**src/rtl/ex_div_pkg.sv**
```systemverilog
// Shared types and constants for the EX-stage iterative divider.
package ex_div_pkg;

    typedef enum logic [2:0] {
        IDLE = 3'd0,
        PREP = 3'd1,
        CALC = 3'd2,
        FIX  = 3'd3,
        DONE = 3'd4
    } div_state_e;

    // Iteration counter width; at least one bit even for degenerate widths.
    function automatic int cnt_w(input int width);
        return (width > 1) ? $clog2(width) : 1;
    endfunction

    // Divide by zero: quotient is all ones, remainder is the raw dividend.
    localparam logic DZ_QUOT_BIT = 1'b1;

endpackage

```
**src/rtl/div_step.sv**
```systemverilog
// One restoring division step: shift in the next dividend bit, trial-subtract, set quotient bit.
module div_step
    import ex_div_pkg::*;
#(
    parameter int WIDTH = 32
) (
    input  logic [WIDTH-1:0] i_rem,
    input  logic [WIDTH-1:0] i_quo,
    input  logic [WIDTH-1:0] i_dvs,
    output logic [WIDTH-1:0] o_rem,
    output logic [WIDTH-1:0] o_quo
);

    logic [WIDTH:0]   w_trial;
    logic [WIDTH-1:0] w_diff;
    logic             w_ge;

    // Trial value needs WIDTH+1 bits; after a successful subtract it fits WIDTH again.
    assign w_trial = {i_rem, i_quo[WIDTH-1]};
    assign w_ge    = (w_trial >= {1'b0, i_dvs});
    assign w_diff  = w_trial[WIDTH-1:0] - i_dvs;
    assign o_rem   = w_ge ? w_diff : w_trial[WIDTH-1:0];
    assign o_quo   = {i_quo[WIDTH-2:0], w_ge};

endmodule

```
**src/rtl/ex_iter_div.sv**
```systemverilog
// Iterative signed/unsigned divider for EX, one quotient bit per cycle, flushable.
// DIV_ZERO_FAST_EN: short-circuit a zero divisor from PREP straight to DONE.
module ex_iter_div
    import ex_div_pkg::*;
#(
    parameter int WIDTH = 32,
    parameter int TAG_W = 5
) (
    input  logic             clk,
    input  logic             rst,
    input  logic             flush,
    input  logic             in_valid,
    output logic             in_ready,
    input  logic             in_signed,
    input  logic [WIDTH-1:0] in_dividend,
    input  logic [WIDTH-1:0] in_divisor,
    input  logic [TAG_W-1:0] in_tag,
    output logic             out_valid,
    input  logic             out_ready,
    output logic [WIDTH-1:0] out_quot,
    output logic [WIDTH-1:0] out_rem,
    output logic [TAG_W-1:0] out_tag,
    output logic             busy
);

    localparam int            CW   = cnt_w(WIDTH);
    localparam logic [CW-1:0] LAST = CW'(WIDTH - 1);

    div_state_e       r_state, w_state_nxt;
    logic             r_signed, r_q_neg, r_r_neg, r_dz;
    logic [WIDTH-1:0] r_a, r_b, r_rem, r_quo, r_dvs;
    logic [WIDTH-1:0] r_out_quot, r_out_rem;
    logic [TAG_W-1:0] r_tag, r_out_tag;
    logic [CW-1:0]    r_cnt;

    logic             w_accept, w_dz, w_a_neg, w_b_neg;
    logic [WIDTH-1:0] w_a_mag, w_b_mag, w_rem_nxt, w_quo_nxt;

    assign w_accept = in_valid & in_ready & ~flush;
    assign w_dz     = (r_b == '0);
    assign w_a_neg  = r_signed & r_a[WIDTH-1];
    assign w_b_neg  = r_signed & r_b[WIDTH-1];
    assign w_a_mag  = w_a_neg ? -r_a : r_a;
    assign w_b_mag  = w_b_neg ? -r_b : r_b;

    div_step #(.WIDTH(WIDTH)) u_step (
        .i_rem (r_rem),
        .i_quo (r_quo),
        .i_dvs (r_dvs),
        .o_rem (w_rem_nxt),
        .o_quo (w_quo_nxt)
    );

    always_ff @(posedge clk) begin
        if (rst) r_state <= IDLE;
        else     r_state <= w_state_nxt;
    end

    always_comb begin
        w_state_nxt = r_state;
        unique case (r_state)
            IDLE: if (w_accept) w_state_nxt = PREP;
            PREP: begin
`ifdef DIV_ZERO_FAST_EN
                w_state_nxt = w_dz ? DONE : CALC;
`else
                w_state_nxt = CALC;
`endif
            end
            CALC: if (r_cnt == LAST) w_state_nxt = FIX;
            FIX:  w_state_nxt = DONE;
            DONE: if (out_ready) w_state_nxt = w_accept ? PREP : IDLE;
            default: w_state_nxt = IDLE;
        endcase
        if (flush) w_state_nxt = IDLE;
    end

    always_comb begin
        in_ready  = (r_state == IDLE) | ((r_state == DONE) & out_ready);
        out_valid = (r_state == DONE);
        busy      = (r_state != IDLE);
    end

    always_ff @(posedge clk) begin
        if (rst) begin
            r_signed   <= 1'b0;
            r_q_neg    <= 1'b0;
            r_r_neg    <= 1'b0;
            r_dz       <= 1'b0;
            r_a        <= '0;
            r_b        <= '0;
            r_tag      <= '0;
            r_rem      <= '0;
            r_quo      <= '0;
            r_dvs      <= '0;
            r_cnt      <= '0;
            r_out_quot <= '0;
            r_out_rem  <= '0;
            r_out_tag  <= '0;
        end else begin
            if (w_accept) begin
                r_signed <= in_signed;
                r_a      <= in_dividend;
                r_b      <= in_divisor;
                r_tag    <= in_tag;
            end
            unique case (r_state)
                PREP: begin
                    r_rem   <= '0;
                    r_quo   <= w_a_mag;
                    r_dvs   <= w_b_mag;
                    r_cnt   <= '0;
                    r_q_neg <= w_a_neg ^ w_b_neg;
                    r_r_neg <= w_a_neg;
                    r_dz    <= w_dz;
`ifdef DIV_ZERO_FAST_EN
                    if (w_dz) begin
                        r_out_quot <= {WIDTH{DZ_QUOT_BIT}};
                        r_out_rem  <= r_a;
                        r_out_tag  <= r_tag;
                    end
`endif
                end
                CALC: begin
                    r_rem <= w_rem_nxt;
                    r_quo <= w_quo_nxt;
                    r_cnt <= (r_cnt == LAST) ? '0 : r_cnt + CW'(1);
                end
                FIX: begin
                    // Zero divisor reports the raw dividend, not the magnitude path result.
                    if (r_dz) begin
                        r_out_quot <= {WIDTH{DZ_QUOT_BIT}};
                        r_out_rem  <= r_a;
                    end else begin
                        r_out_quot <= r_q_neg ? -r_quo : r_quo;
                        r_out_rem  <= r_r_neg ? -r_rem : r_rem;
                    end
                    r_out_tag <= r_tag;
                end
                default: ;
            endcase
        end
    end

    assign out_quot = r_out_quot;
    assign out_rem  = r_out_rem;
    assign out_tag  = r_out_tag;

endmodule

```
**config.mk**
```make
export PLATFORM = sky130hd
export DESIGN_NAME = ex_iter_div
export DESIGN_NICKNAME = d
export VERILOG_FILES = /design/src/rtl/ex_div_pkg.sv /design/src/rtl/div_step.sv /design/src/rtl/ex_iter_div.sv
export SDC_FILE = /design/constraint.sdc
export NUM_CORES = 1
export LEC_CHECK = 0
export BUFFER_PORTS_ARGS = -buffer_cell sky130_fd_sc_hd__buf_2
export CAP_MARGIN = 20
export CORE_MARGIN = 2
export CORE_UTILIZATION = 64
export DETAILED_ROUTE_END_ITERATION = 12
export GPL_TIMING_DRIVEN = 0
export PLACE_DENSITY = 0.86
export SYNTH_ARGS = -nofsm -noshare
export SYNTH_HDL_FRONTEND = slang
export SYNTH_SLANG_ARGS = --single-unit
```
**constraint.sdc**
```tcl
create_clock -name clk -period 5.15 [get_ports clk]
set_input_delay 0 -clock clk [delete_from_list [all_inputs] [get_ports clk]]
set_output_delay 0 -clock clk [all_outputs]
set_load 0.01 [all_outputs]
```
After elaboration in Yosys (flattened, before gate mapping). Cells that the tools add are included.

Output and inout bits: 72. Flip-flop bits (word level): 246. Word-level logic and storage cells: 60. Input bits: 75.

Add/sub/neg operators: 6. Eq/ne operators: 8. Bitwise logic cells: 8. Mux-type cells: 16. Reduce and logical (&&, ||, !) cells: 6. Magnitude comparators: 1.

Operators by type and width (count): $mux W32 (7); $neg A32 Y32 (4); $pmux W32 S2 (2); $ge A33 B32 Y1 (1); $logic_not A32 Y1 (1); $sub A32 B32 Y32 (1); $pmux W3 S5 (1); $pmux W5 S2 (1); $mux W3 (3); $eq A3 B2 Y1 const B (2); $add A5 B1 Y5 const B (1); $and A1 B1 Y1 (5); $eq A5 B5 Y1 const B (1); $mux W5 (1); $ne A2 B2 Y1 const B (2); $eq A3 B1 Y1 const B (1); $eq A3 B3 Y1 const B (1); $logic_not A3 Y1 (1); $reduce_and A3 Y1 (1); $reduce_bool A3 Y1 (1); $ne A2 B1 Y1 const B (1); $reduce_bool A2 Y1 (1); $reduce_or A2 Y1 (1); $mux W1 (1); 3 further kinds (3).

Depth between registers and ports, before layout. Gate-level depths: netlist (run 1).

Depth in word-level cells: 8. Depth in mapped cells: 14. Gate-level depth less buffers: 13.

Cells and area by module. From an unflattened synthesis (run 1), not the netlist that was laid out.

Cells, all modules: 1890. Area, all modules: 14565.2 µm².

By module, submodules not included: ex_iter_div (instances 1, seq. area each 4924.7 µm², cells each 1510, area each 12015.3 µm²); div_step (instances 1, seq. area each 0.0 µm², cells each 380, area each 2549.9 µm²).

Worst setup path before layout (run 1). Ideal clock, no wire load.

Path kind: register -> register. Start: reg r_rem[18]. End: reg r_rem[10]. Buffers on the path: 3. Arrival: 2724 ps. Setup slack: 2298 ps. Stages on the path, launching flop included: 14. Required time: 5022 ps. Clock period less this slack: 2852 ps. Setup time: 128 ps. Cell sequence: dfxtp_1 -> ha_1 -> clkbuf_1 -> nand2_1 -> or4_1 -> nor3_1 -> nand3_1 -> o211ai_1 -> a211oi_1 -> o21ai_0 -> buf_2 -> buf_2 -> mux2i_1 -> o21ai_0.

Longest elaborated chain between the ends: 3.

RTL lines: start, declared (RTL line ex_iter_div.sv:31) `logic [WIDTH-1:0] r_a, r_b, r_rem, r_quo, r_dvs;`; start signal, assigned (RTL line ex_iter_div.sv:125) `r_rem <= w_rem_nxt;`; $ge A33 B32 Y1 (RTL line div_step.sv:20) `assign w_ge = (w_trial >= {1'b0, i_dvs});`; $mux W32 (RTL line div_step.sv:22) `assign o_rem = w_ge ? w_diff : w_trial[WIDTH-1:0];`; $pmux W32 S2 (RTL line ex_iter_div.sv:107) `unique case (r_state)`.

No other way between the ends. A chain may end at the register's enable or synchronous reset.

Worst setup path after layout (run 1).
Start: reg r_dvs[8]. End: reg r_rem[31].

Longest elaborated chain between the ends: 3. Elaborated cells between the ends (all ways): 4. Those cells by class: add/sub: 1; order compare: 1; mux: 2.

RTL lines: start, declared (RTL line ex_iter_div.sv:31); start signal, assigned (RTL line ex_iter_div.sv:111) `r_dvs <= w_b_mag;`; $sub A32 B32 Y32 / $ge A33 B32 Y1 (equally long branches) (RTL line div_step.sv:21, div_step.sv:20); $mux W32 * (RTL line div_step.sv:22); $pmux W32 S2 * (RTL line ex_iter_div.sv:107).

Every way passes the cells marked *; elsewhere a longest branch is shown, timed or not.

==> qor.txt, run 1 <==
OUTCOME
------------------------------------------------------------------------------------------------------
Status ..................................................................................    completed

POWER
------------------------------------------------------------------------------------------------------
Proportion of power drawn by flip-flops and latches .....................................        42.4%
Standby leakage power ...................................................................      6.43 nW
P per Cell Area .........................................................................  299 nW/um^2
Total Power Consumption .................................................................      4.77 mW
Reported net switching power ............................................................      1.36 mW
Cell Int Power ..........................................................................      3.40 mW
VDD IR max ..............................................................................   0.000287 V
Sw frac .................................................................................        28.6%
Clock Power Share .......................................................................        39.2%
Share of total power in combinational logic .............................................        18.4%

CLOCK NETWORK
------------------------------------------------------------------------------------------------------
Number of buffers created by CTS ........................................................           27
Number of clock sinks ...................................................................          246
CTS H-Tree Depth ........................................................................            1
Clock transition at the register clock pins on the worst setup and hold paths after CTS .      0.06 ns
Buffers from clock root to sink, at most ................................................            3
Buffer cell driving the clock tree root ................................................. sky130_fd_sc_hd__clkbuf_16
Insertion delay of the later-clocked pin in the worst-skew pair .........................      0.54 ns
Buffer count from post-CTS setup fixing .................................................            0
Number of resized instances in the post-cts repair step .................................            0
CTS tree ................................................................................        built

SETUP PATH
------------------------------------------------------------------------------------------------------
Cell repeated most along the worst path ................................................. sky130_fd_sc_hd__o21ai_0
Critical path's largest stage delay .....................................................      0.38 ns
CP Max Fanout ...........................................................................           10
CP arrival ..............................................................................      4.14 ns
Critical-path cell list ................................................................. inv_1 -> ha_1 -> clkbuf_1 -> nand2_1 -> o21ai_0 -> nand3_1 -> a31o_2 -> a21oi_1 -> nor2_1 -> o21ai_0 -> buf_2 -> buf_2 -> nand2_1 -> o21ai_0
Worst EP required .......................................................................      5.60 ns
Bufs and invs on worst path .............................................................            4
Crit Path Class .........................................................................      reg2reg
Kind of start point of the critical path ................................................    flip-flop
Delay-heaviest family, CP ............................................................... compound AO/OA/AOI/OAI gates
Endpoint class of the critical path .....................................................    flip-flop
Cell type of the slowest stage on the worst timing path ................................. sky130_fd_sc_hd__dfxtp_1

GLOBAL ROUTE
------------------------------------------------------------------------------------------------------
Initial antenna violation count .........................................................            0
Largest net degree at the start of global routing .......................................           13
Total global-route track usage ..........................................................        39.3%
Vias in the first global route ..........................................................        13500
Grt ovf .................................................................................            0
Global-route wire length before repair ..................................................     69300 um

TIMING
------------------------------------------------------------------------------------------------------
Post-route clock period utilization .....................................................        71.5%
Final number of hold-violating endpoints ................................................            0
Count of endpoints failing setup in the final report ....................................            0
RSZ-0062 raised after global routing ....................................................        false
Final setup TNS .........................................................................         0 ns
Slew margin rel. ........................................................................        32.2%
Final slew viol count ...................................................................            0
Worst setup slack after layout ..........................................................      1.47 ns
Post-route minimum period ...............................................................      3.68 ns
Worst clock skew ........................................................................    0.0156 ns
Slew at the pin closest to its max-slew limit ...........................................     0.992 ns
Max frequency ...........................................................................      272 MHz

FLOORPLAN
------------------------------------------------------------------------------------------------------
IO Pins .................................................................................          147
Number of standard-cell rows in the floorplan ...........................................           52
Die area ................................................................................   22000 um^2
Effective utilization at floorplan ......................................................        65.4%
Die extent in x .........................................................................       148 um
Die Ht ..................................................................................       148 um
Placeable core area .....................................................................   20400 um^2

SYNTH
------------------------------------------------------------------------------------------------------
Async set or reset register ratio after synthesis .......................................           0%
Summed instance area of the synthesized netlist .........................................   13300 um^2
Dominant cells by area after synthesis .................................................. sky130_fd_sc_hd__dfxtp_1 37%, sky130_fd_sc_hd__nand2_1 8.1%, sky130_fd_sc_hd__a21oi_1 6.3%, sky130_fd_sc_hd__xor2_1 5.4%, sky130_fd_sc_hd__o21ai_0 4.4%
Most frequently used flop master after synthesis ........................................ sky130_fd_sc_hd__dfxtp_1
Flip-flop and latch count after synthesis ...............................................          246
Synthesized netlist cell count ..........................................................         1706
Sequential cell area fraction in the yosys report .......................................        37.0%
Synthesized net count ...................................................................         1820
Cell accounting for the most synthesized area ........................................... sky130_fd_sc_hd__dfxtp_1
Number of synthesized flops with an enable pin ..........................................            0
Share of the synthesized area in the top cell type ......................................        37.0%
Count of synthesis-stage warnings from yosys ............................................            0
Synth cell types ........................................................................           61
Syn Area/Cell ...........................................................................    7.81 um^2

DRT
------------------------------------------------------------------------------------------------------
Ratio of routed vias to standard cells ..................................................         6.30
Routed length on met1 ...................................................................     16800 um
Number of detailed-route iterations in the first pass ...................................            9
Routed wire length per instance .........................................................      20.0 um
Number of design-rule violations left by the first detailed-router iteration ............         1655
Via Count ...............................................................................        14100
DRC violation count after routing .......................................................            0
Met2 Routed Length ......................................................................     20900 um
Total wire length after detailed routing ................................................     44800 um
Routed Antenna Nets .....................................................................            0
Detail Route met3 WL ....................................................................      4010 um
Max Used Layer ..........................................................................         met4

FINISH
------------------------------------------------------------------------------------------------------
End-of-flow core utilization ............................................................        78.3%
Finished Cell Area ......................................................................   15900 um^2
Number of antenna diodes ................................................................            0
Fill cell total of the finished layout ..................................................         1465
Flip-flop and latch area ................................................................    4920 um^2
Area growth, synth to finish ............................................................        19.7%
Area used by multi-input combinational logic ............................................    7750 um^2
Layout cells sized above 1 ..............................................................        10.9%
Net total in the final layout ...........................................................         2067

PLACE
------------------------------------------------------------------------------------------------------
Gpl congestion ..........................................................................        0.977
Area post-placement .....................................................................   14400 um^2
Count of port buffers added during placement ............................................          145
Detail Placement HPWL ...................................................................     31500 um
DP Worst Slack ..........................................................................      1.62 ns

WORST HOLD PATH
------------------------------------------------------------------------------------------------------
Tightest Hold Check Type ................................................................       in2reg

JOB
------------------------------------------------------------------------------------------------------
Count of maximum capacitance violations .................................................            0

## final timing paths
kind | start | to | slack, ns | cells after the start
max | r_dvs[8]$_SDFFE_PP0P_ | r_rem[31]$_SDFFE_PP0P_ | 1.47 | 14
min | rst | r_dvs[30]$_SDFFE_PP0P_ | 0.15 | 3
max reg2reg | r_dvs[8]$_SDFFE_PP0P_ | r_rem[31]$_SDFFE_PP0P_ | 1.47 | 14
min reg2reg | out_tag[4]$_SDFFE_PP0P_ | out_tag[4]$_SDFFE_PP0P_ | 0.45 | 2
## sequential cells by signal (all words and copies together), names as in the netlist, 32 cells and up
name      cells
r_rem        32
out_rem      32
r_dvs        32
r_a          32
r_quo        32
r_b          32
out_quot     32
## worst reg2reg max path: stages (launching register included)
cell	delay, ns
sky130_fd_sc_hd__dfxtp_1	0.38
sky130_fd_sc_hd__inv_1	0.07
sky130_fd_sc_hd__ha_1	0.27
sky130_fd_sc_hd__clkbuf_1	0.26
sky130_fd_sc_hd__nand2_1	0.09
sky130_fd_sc_hd__o21ai_0	0.22
sky130_fd_sc_hd__nand3_1	0.16
sky130_fd_sc_hd__a31o_2	0.30
sky130_fd_sc_hd__a21oi_1	0.35
sky130_fd_sc_hd__nor2_1	0.19
sky130_fd_sc_hd__o21ai_0	0.20
sky130_fd_sc_hd__buf_2	0.26
sky130_fd_sc_hd__buf_2	0.38
sky130_fd_sc_hd__nand2_1	0.24
sky130_fd_sc_hd__o21ai_0	0.23
## cells in the final DEF, fill, tap and decap left out, types with 27 or more instances in the layout
| cell type | instances |
|---|---|
| sky130_fd_sc_hd__o21ai_0 | 118 |
| sky130_fd_sc_hd__buf_2 | 151 |
| sky130_fd_sc_hd__xnor2_1 | 61 |
| sky130_fd_sc_hd__nand2_1 | 286 |
| sky130_fd_sc_hd__dlygate4sd3_1 | 73 |
| sky130_fd_sc_hd__clkbuf_16 | 27 |
| sky130_fd_sc_hd__a222oi_1 | 31 |
| sky130_fd_sc_hd__dfxtp_1 | 246 |
| sky130_fd_sc_hd__xor2_1 | 82 |
| sky130_fd_sc_hd__inv_1 | 50 |
| sky130_fd_sc_hd__clkbuf_1 | 115 |
| sky130_fd_sc_hd__nor2_1 | 157 |
| sky130_fd_sc_hd__nor3_1 | 28 |
| sky130_fd_sc_hd__a211oi_1 | 40 |
| sky130_fd_sc_hd__ha_1 | 38 |
| sky130_fd_sc_hd__a21oi_1 | 167 |
## stage by stage
step           hold slack [ns]  cells
2_1_floorplan           0.0793   1706
3_3_place_gp             0.219   2121
3_5_place_dp             0.223   2121
4_1_cts                  0.126   2238
5_1_grt                  0.198   2238
6_report                 0.152   2238
## routing by layer
metal  up-vias  GRT usage (%)
met2       831           66.4
met5         -              0
met4         0           25.1
li1       6508              -
met1      6558           46.5
met3       213           6.50
## synthesized netlist by cell type (all sizes together) (10+ instances only)
library cell  number
a21oi            167
buf               10
nand3             21
o21ai            119
or3               17
nand3b            10
o31ai             25
mux2i             26
nor3              30
a222oi            31
o41ai             16
or4               14
xor2              82
o22ai             10
nand4             10
a21o              18
nor2             158
inv               50
clkbuf           111
xnor2             61
a211oi            40
dfxtp            246
ha                38
nand2            286
nor4              15
## kinds of logic after synthesis
kind of cell	share of synthesized area (%)
AO/OA/AOI/OAI	22.8
XOR/XNOR	9.40
adder cells (fa/ha/maj)	3.72
buffers and inverters	4.87
flip-flops	37.0
multiplexers	1.95
AND/OR/NAND/NOR	20.2
## timing repair
action,in CTS,in global routing
hold buffers,73,0
endpoints found under the setup margin,0,0
endpoints found under the hold margin,73,0
## power by group through the flow
stage          Combinational, mW  Clock (mW)  Sequential (mW)
6_report                   0.877        1.87             2.02
5_1_grt                    0.950        1.95             2.02
4_1_cts                    0.850        1.86             2.02
3_5_place_dp               0.800           0             2.06
3_3_place_gp               0.785           0             2.06
2_1_floorplan              0.603           0             2.04
## final cells by class
cell class / count / share of cell area (%)
Inverter: 50 / 1.18
Clock buffer: 34 / 4.59
Multi-Input combinational cell: 1289 / 48.6
Clock inverter: 10 / 0.628
Buffer: 121 / 2.89
Tap cell: 270 / 2.12
Timing Repair Buffer: 218 / 9.13
Sequential cell: 246 / 30.9
Note: power is estimated with default switching activity, not from simulation.
==> inputs of run 2 (changes only) <==
--- a/config.mk
+++ b/config.mk
@@ -8,10 +8,10 @@
 export BUFFER_PORTS_ARGS = -buffer_cell sky130_fd_sc_hd__buf_2
 export CAP_MARGIN = 20
 export CORE_MARGIN = 2
-export CORE_UTILIZATION = 64
+export CORE_UTILIZATION = 54
 export DETAILED_ROUTE_END_ITERATION = 12
 export GPL_TIMING_DRIVEN = 0
-export PLACE_DENSITY = 0.86
+export PLACE_DENSITY = 0.77
 export SYNTH_ARGS = -nofsm -noshare
 export SYNTH_HDL_FRONTEND = slang
 export SYNTH_SLANG_ARGS = --single-unit
==> constraint.sdc (replaced) <==
create_clock -name clk -period 3.14 [get_ports clk]
set_input_delay 0 -clock clk [delete_from_list [all_inputs] [get_ports clk]]
set_output_delay 0 -clock clk [all_outputs]
set_load 0.01 [all_outputs]
==> qor.txt, run 2 (synthesis results as in run 1) <==
TIMING
------------------------------------------------------------------------------------------------------
Slew at the pin closest to its max-slew limit ...........................................     0.971 ns   -0.0207 ns
Post-route clock period utilization .....................................................        94.9%   +23 points
Max frequency ...........................................................................      335 MHz   +24%
Count of endpoints failing setup in the final report ....................................            0   unchanged
Final number of hold-violating endpoints ................................................            0   unchanged
Final slew viol count ...................................................................            0   unchanged
Slew margin rel. ........................................................................        35.1%   +2.9 points
Worst clock skew ........................................................................    0.0145 ns   -0.00112 ns
Worst setup slack after layout ..........................................................     0.159 ns   -1.31 ns
Post-route minimum period ...............................................................      2.98 ns   -0.701 ns

SETUP PATH
------------------------------------------------------------------------------------------------------
Worst r2r src ........................................................................... r_quo[7]$_SDFFE_PP0P_
Cell repeated most along the worst path ................................................. sky130_fd_sc_hd__or4_4
Endpoint of the worst register-to-register path ......................................... out_quot[30]$_SDFFE_PP0P_
Flop-to-flop setup slack ................................................................      0.16 ns   -1.31 ns
Endpoint class of the critical path .....................................................    flip-flop
Worst EP required .......................................................................      3.59 ns   -2.01 ns
Worst reg-to-reg path cell count ........................................................            8   -6
CP Max Fanout ...........................................................................            7   -3
Cell type of the slowest stage on the worst timing path ................................. sky130_fd_sc_hd__or4_4
Bufs and invs on worst path .............................................................            0   -4
Delay-heaviest family, CP ............................................................... simple AND/OR/NAND/NOR gates
Critical path's largest stage delay .....................................................      0.59 ns   +0.21 ns
Kind of start point of the critical path ................................................    flip-flop
CP arrival ..............................................................................      3.43 ns   -0.71 ns
Critical-path cell list ................................................................. or4_4 -> nor4_2 -> nand3_1 -> or4_4 -> or3_1 -> o21ai_0 -> xor2_1 -> a211oi_1
Crit Path Class .........................................................................      reg2reg

PLACE
------------------------------------------------------------------------------------------------------
Count of port buffers added during placement ............................................          145   unchanged
Gpl congestion ..........................................................................        0.955   -2.3%
DP Worst Slack ..........................................................................    -0.380 ns   -2.00 ns
Detail Placement HPWL ...................................................................     31700 um   +0.69%

CLOCK NETWORK
------------------------------------------------------------------------------------------------------
Buffers from clock root to sink, at most ................................................            3   unchanged
Buffer cell driving the clock tree root ................................................. sky130_fd_sc_hd__clkbuf_16
Insertion delay of the later-clocked pin in the worst-skew pair .........................      0.54 ns   about the same
CTS H-Tree Depth ........................................................................            1   unchanged
CTS tree ................................................................................        built
Number of buffers created by CTS ........................................................           27   unchanged
Number of clock sinks ...................................................................          246   unchanged
Clock transition at the register clock pins on the worst setup and hold paths after CTS .      0.06 ns   about the same

GLOBAL ROUTE
------------------------------------------------------------------------------------------------------
Grt ovf .................................................................................            0   unchanged
Initial antenna violation count .........................................................            0   unchanged
Total global-route track usage ..........................................................        32.1%   -7.2 points
Vias in the first global route ..........................................................        12700   -5.8%
Global-route wire length before repair ..................................................     67100 um   -3.2%
Largest net degree at the start of global routing .......................................           14   +1

WORST HOLD PATH
------------------------------------------------------------------------------------------------------
Worst min-delay path startpoint .........................................................          rst
Endpoint with the worst hold slack ...................................................... r_dvs[30]$_SDFFE_PP0P_
Tightest Hold Check Type ................................................................       in2reg
Hold-critical path depth ................................................................            3   unchanged

POWER
------------------------------------------------------------------------------------------------------
Standby leakage power ...................................................................      6.47 nW   +0.51%
VDD IR max ..............................................................................   0.000386 V   +35%
P per Cell Area .........................................................................  486 nW/um^2   +63%

FINISH
------------------------------------------------------------------------------------------------------
Net total in the final layout ...........................................................         2068   +0.048%
Layout cells sized above 1 ..............................................................        12.5%   +1.6 points
Number of antenna diodes ................................................................            0   unchanged
Area used by multi-input combinational logic ............................................    7910 um^2   +2.1%
Area growth, synth to finish ............................................................        21.8%
Fill cell total of the finished layout ..................................................         2042   +39%
Most frequent standard cell in the layout excluding fill and tap cells .................. sky130_fd_sc_hd__nand2_1
Flip-flop and latch area ................................................................    4930 um^2   +0.10%
End-of-flow core utilization ............................................................        66.9%   -11 points
Leading cell types in the layout, fill and taps excluded ................................ 284 x sky130_fd_sc_hd__nand2_1, 242 x sky130_fd_sc_hd__dfxtp_1, 166 x sky130_fd_sc_hd__a21oi_1, 156 x sky130_fd_sc_hd__nor2_1, 147 x sky130_fd_sc_hd__buf_2

DRT
------------------------------------------------------------------------------------------------------
Number of detailed-route iterations in the first pass ...................................           11   +2
Routed wire length per instance .........................................................      18.8 um   -5.9%
DRC violation count after routing .......................................................            0   unchanged
Number of design-rule violations left by the first detailed-router iteration ............         1531   -7.5%
Via Count ...............................................................................        13700   -3.0%
Total wire length after detailed routing ................................................     43300 um   -3.4%
Routed Antenna Nets .....................................................................            0   unchanged
Ratio of routed vias to standard cells ..................................................         5.96   -5.5%

FLOORPLAN
------------------------------------------------------------------------------------------------------
Number of standard-cell rows in the floorplan ...........................................           57   +9.6%
Die extent in x .........................................................................       161 um   +8.6%
Die Ht ..................................................................................       161 um   +8.6%
Die area ................................................................................   25900 um^2   +18%
IO Pins .................................................................................          147   unchanged
Placeable core area .....................................................................   24200 um^2   +19%
Effective utilization at floorplan ......................................................        54.9%   -10 points

OUTCOME
------------------------------------------------------------------------------------------------------
Status ..................................................................................    completed

JOB
------------------------------------------------------------------------------------------------------
Count of maximum capacitance violations .................................................            0   unchanged

run 2: per-layer routing:
metal	vias up	GRT usage (%)	wire length, um
met5	-	0	0
met4	0	17.1	2570
met3	136	3.54	2910
met2	627	54.2	20300
met1	6389	40.5	17500
li1	6534	-	-
run 2: final cells by class:
type	instances	area share, %
flip-flops and latches	246	30.4
multi-input cells	1289	48.8
clock buffers	38	4.54
repair buffers	223	9.22
plain buffers	117	2.94
clock inverters	10	0.524
well taps	324	2.50
inverters	50	1.16
run 2: what timing repair did:
action,in CTS,in global routing
cloned,0,0
endpoints found under the hold margin,73,0
endpoints found under the setup margin,27,46
setup buffers,0,4
gates resized for setup,14,37
hold buffers,74,0
pin swaps,0,1
run 2: worst register-to-register path, cell delays in order, from the launching register on:
cell                       delay, ns
sky130_fd_sc_hd__dfxtp_1        0.39
sky130_fd_sc_hd__or4_4          0.59
sky130_fd_sc_hd__nor4_2         0.20
sky130_fd_sc_hd__nand3_1        0.17
sky130_fd_sc_hd__or4_4          0.47
sky130_fd_sc_hd__or3_1          0.42
sky130_fd_sc_hd__o21ai_0        0.29
sky130_fd_sc_hd__xor2_1         0.12
sky130_fd_sc_hd__a211oi_1       0.24
run 2: worst max path at each step:
stage	from	to	slack, ns	depth (start not counted)
detailed placement	r_rem[18]$_SDFFE_PP0P_	r_rem[21]$_SDFFE_PP0P_	-0.38	13
floorplan	r_rem[18]$_SDFFE_PP0P_	r_rem[10]$_SDFFE_PP0P_	0.29	13
finish	r_quo[7]$_SDFFE_PP0P_	out_quot[30]$_SDFFE_PP0P_	0.16	8
global placement	r_dvs[8]$_SDFFE_PP0P_	r_rem[22]$_SDFFE_PP0P_	-0.34	14
global route	r_dvs[12]$_SDFFE_PP0P_	r_rem[17]$_SDFFE_PP0P_	-0.04	13
CTS	r_rem[17]$_SDFFE_PP0P_	r_rem[22]$_SDFFE_PP0P_	0.01	13
run 2: power by group:
| group | internal [mW] | switching [mW] | leakage, nW | total (mW) |
|---|---|---|---|---|
| Clock | 1.72 | 1.30 | 0.405 | 3.02 |
| Combinational | 0.678 | 0.889 | 4.07 | 1.57 |
| Sequential | 3.20 | 0.109 | 1.99 | 3.31 |
run 2: metrics by stage:
step / setup TNS, ns / hold slack, ns / instance area [um^2] / instances / total power, mW
3_5_place_dp: -7.75 / 0.231 / 14500 / 2175 / 4.69
3_3_place_gp: -7.64 / 0.220 / 14500 / 2175 / 4.67
4_1_cts: 0 / 0.0982 / 16100 / 2295 / 7.79
2_1_floorplan: 0 / 0.0793 / 13300 / 1706 / 4.33
6_report: 0 / 0.135 / 16200 / 2297 / 7.90
5_1_grt: -0.0826 / 0.194 / 16200 / 2297 / 8.20
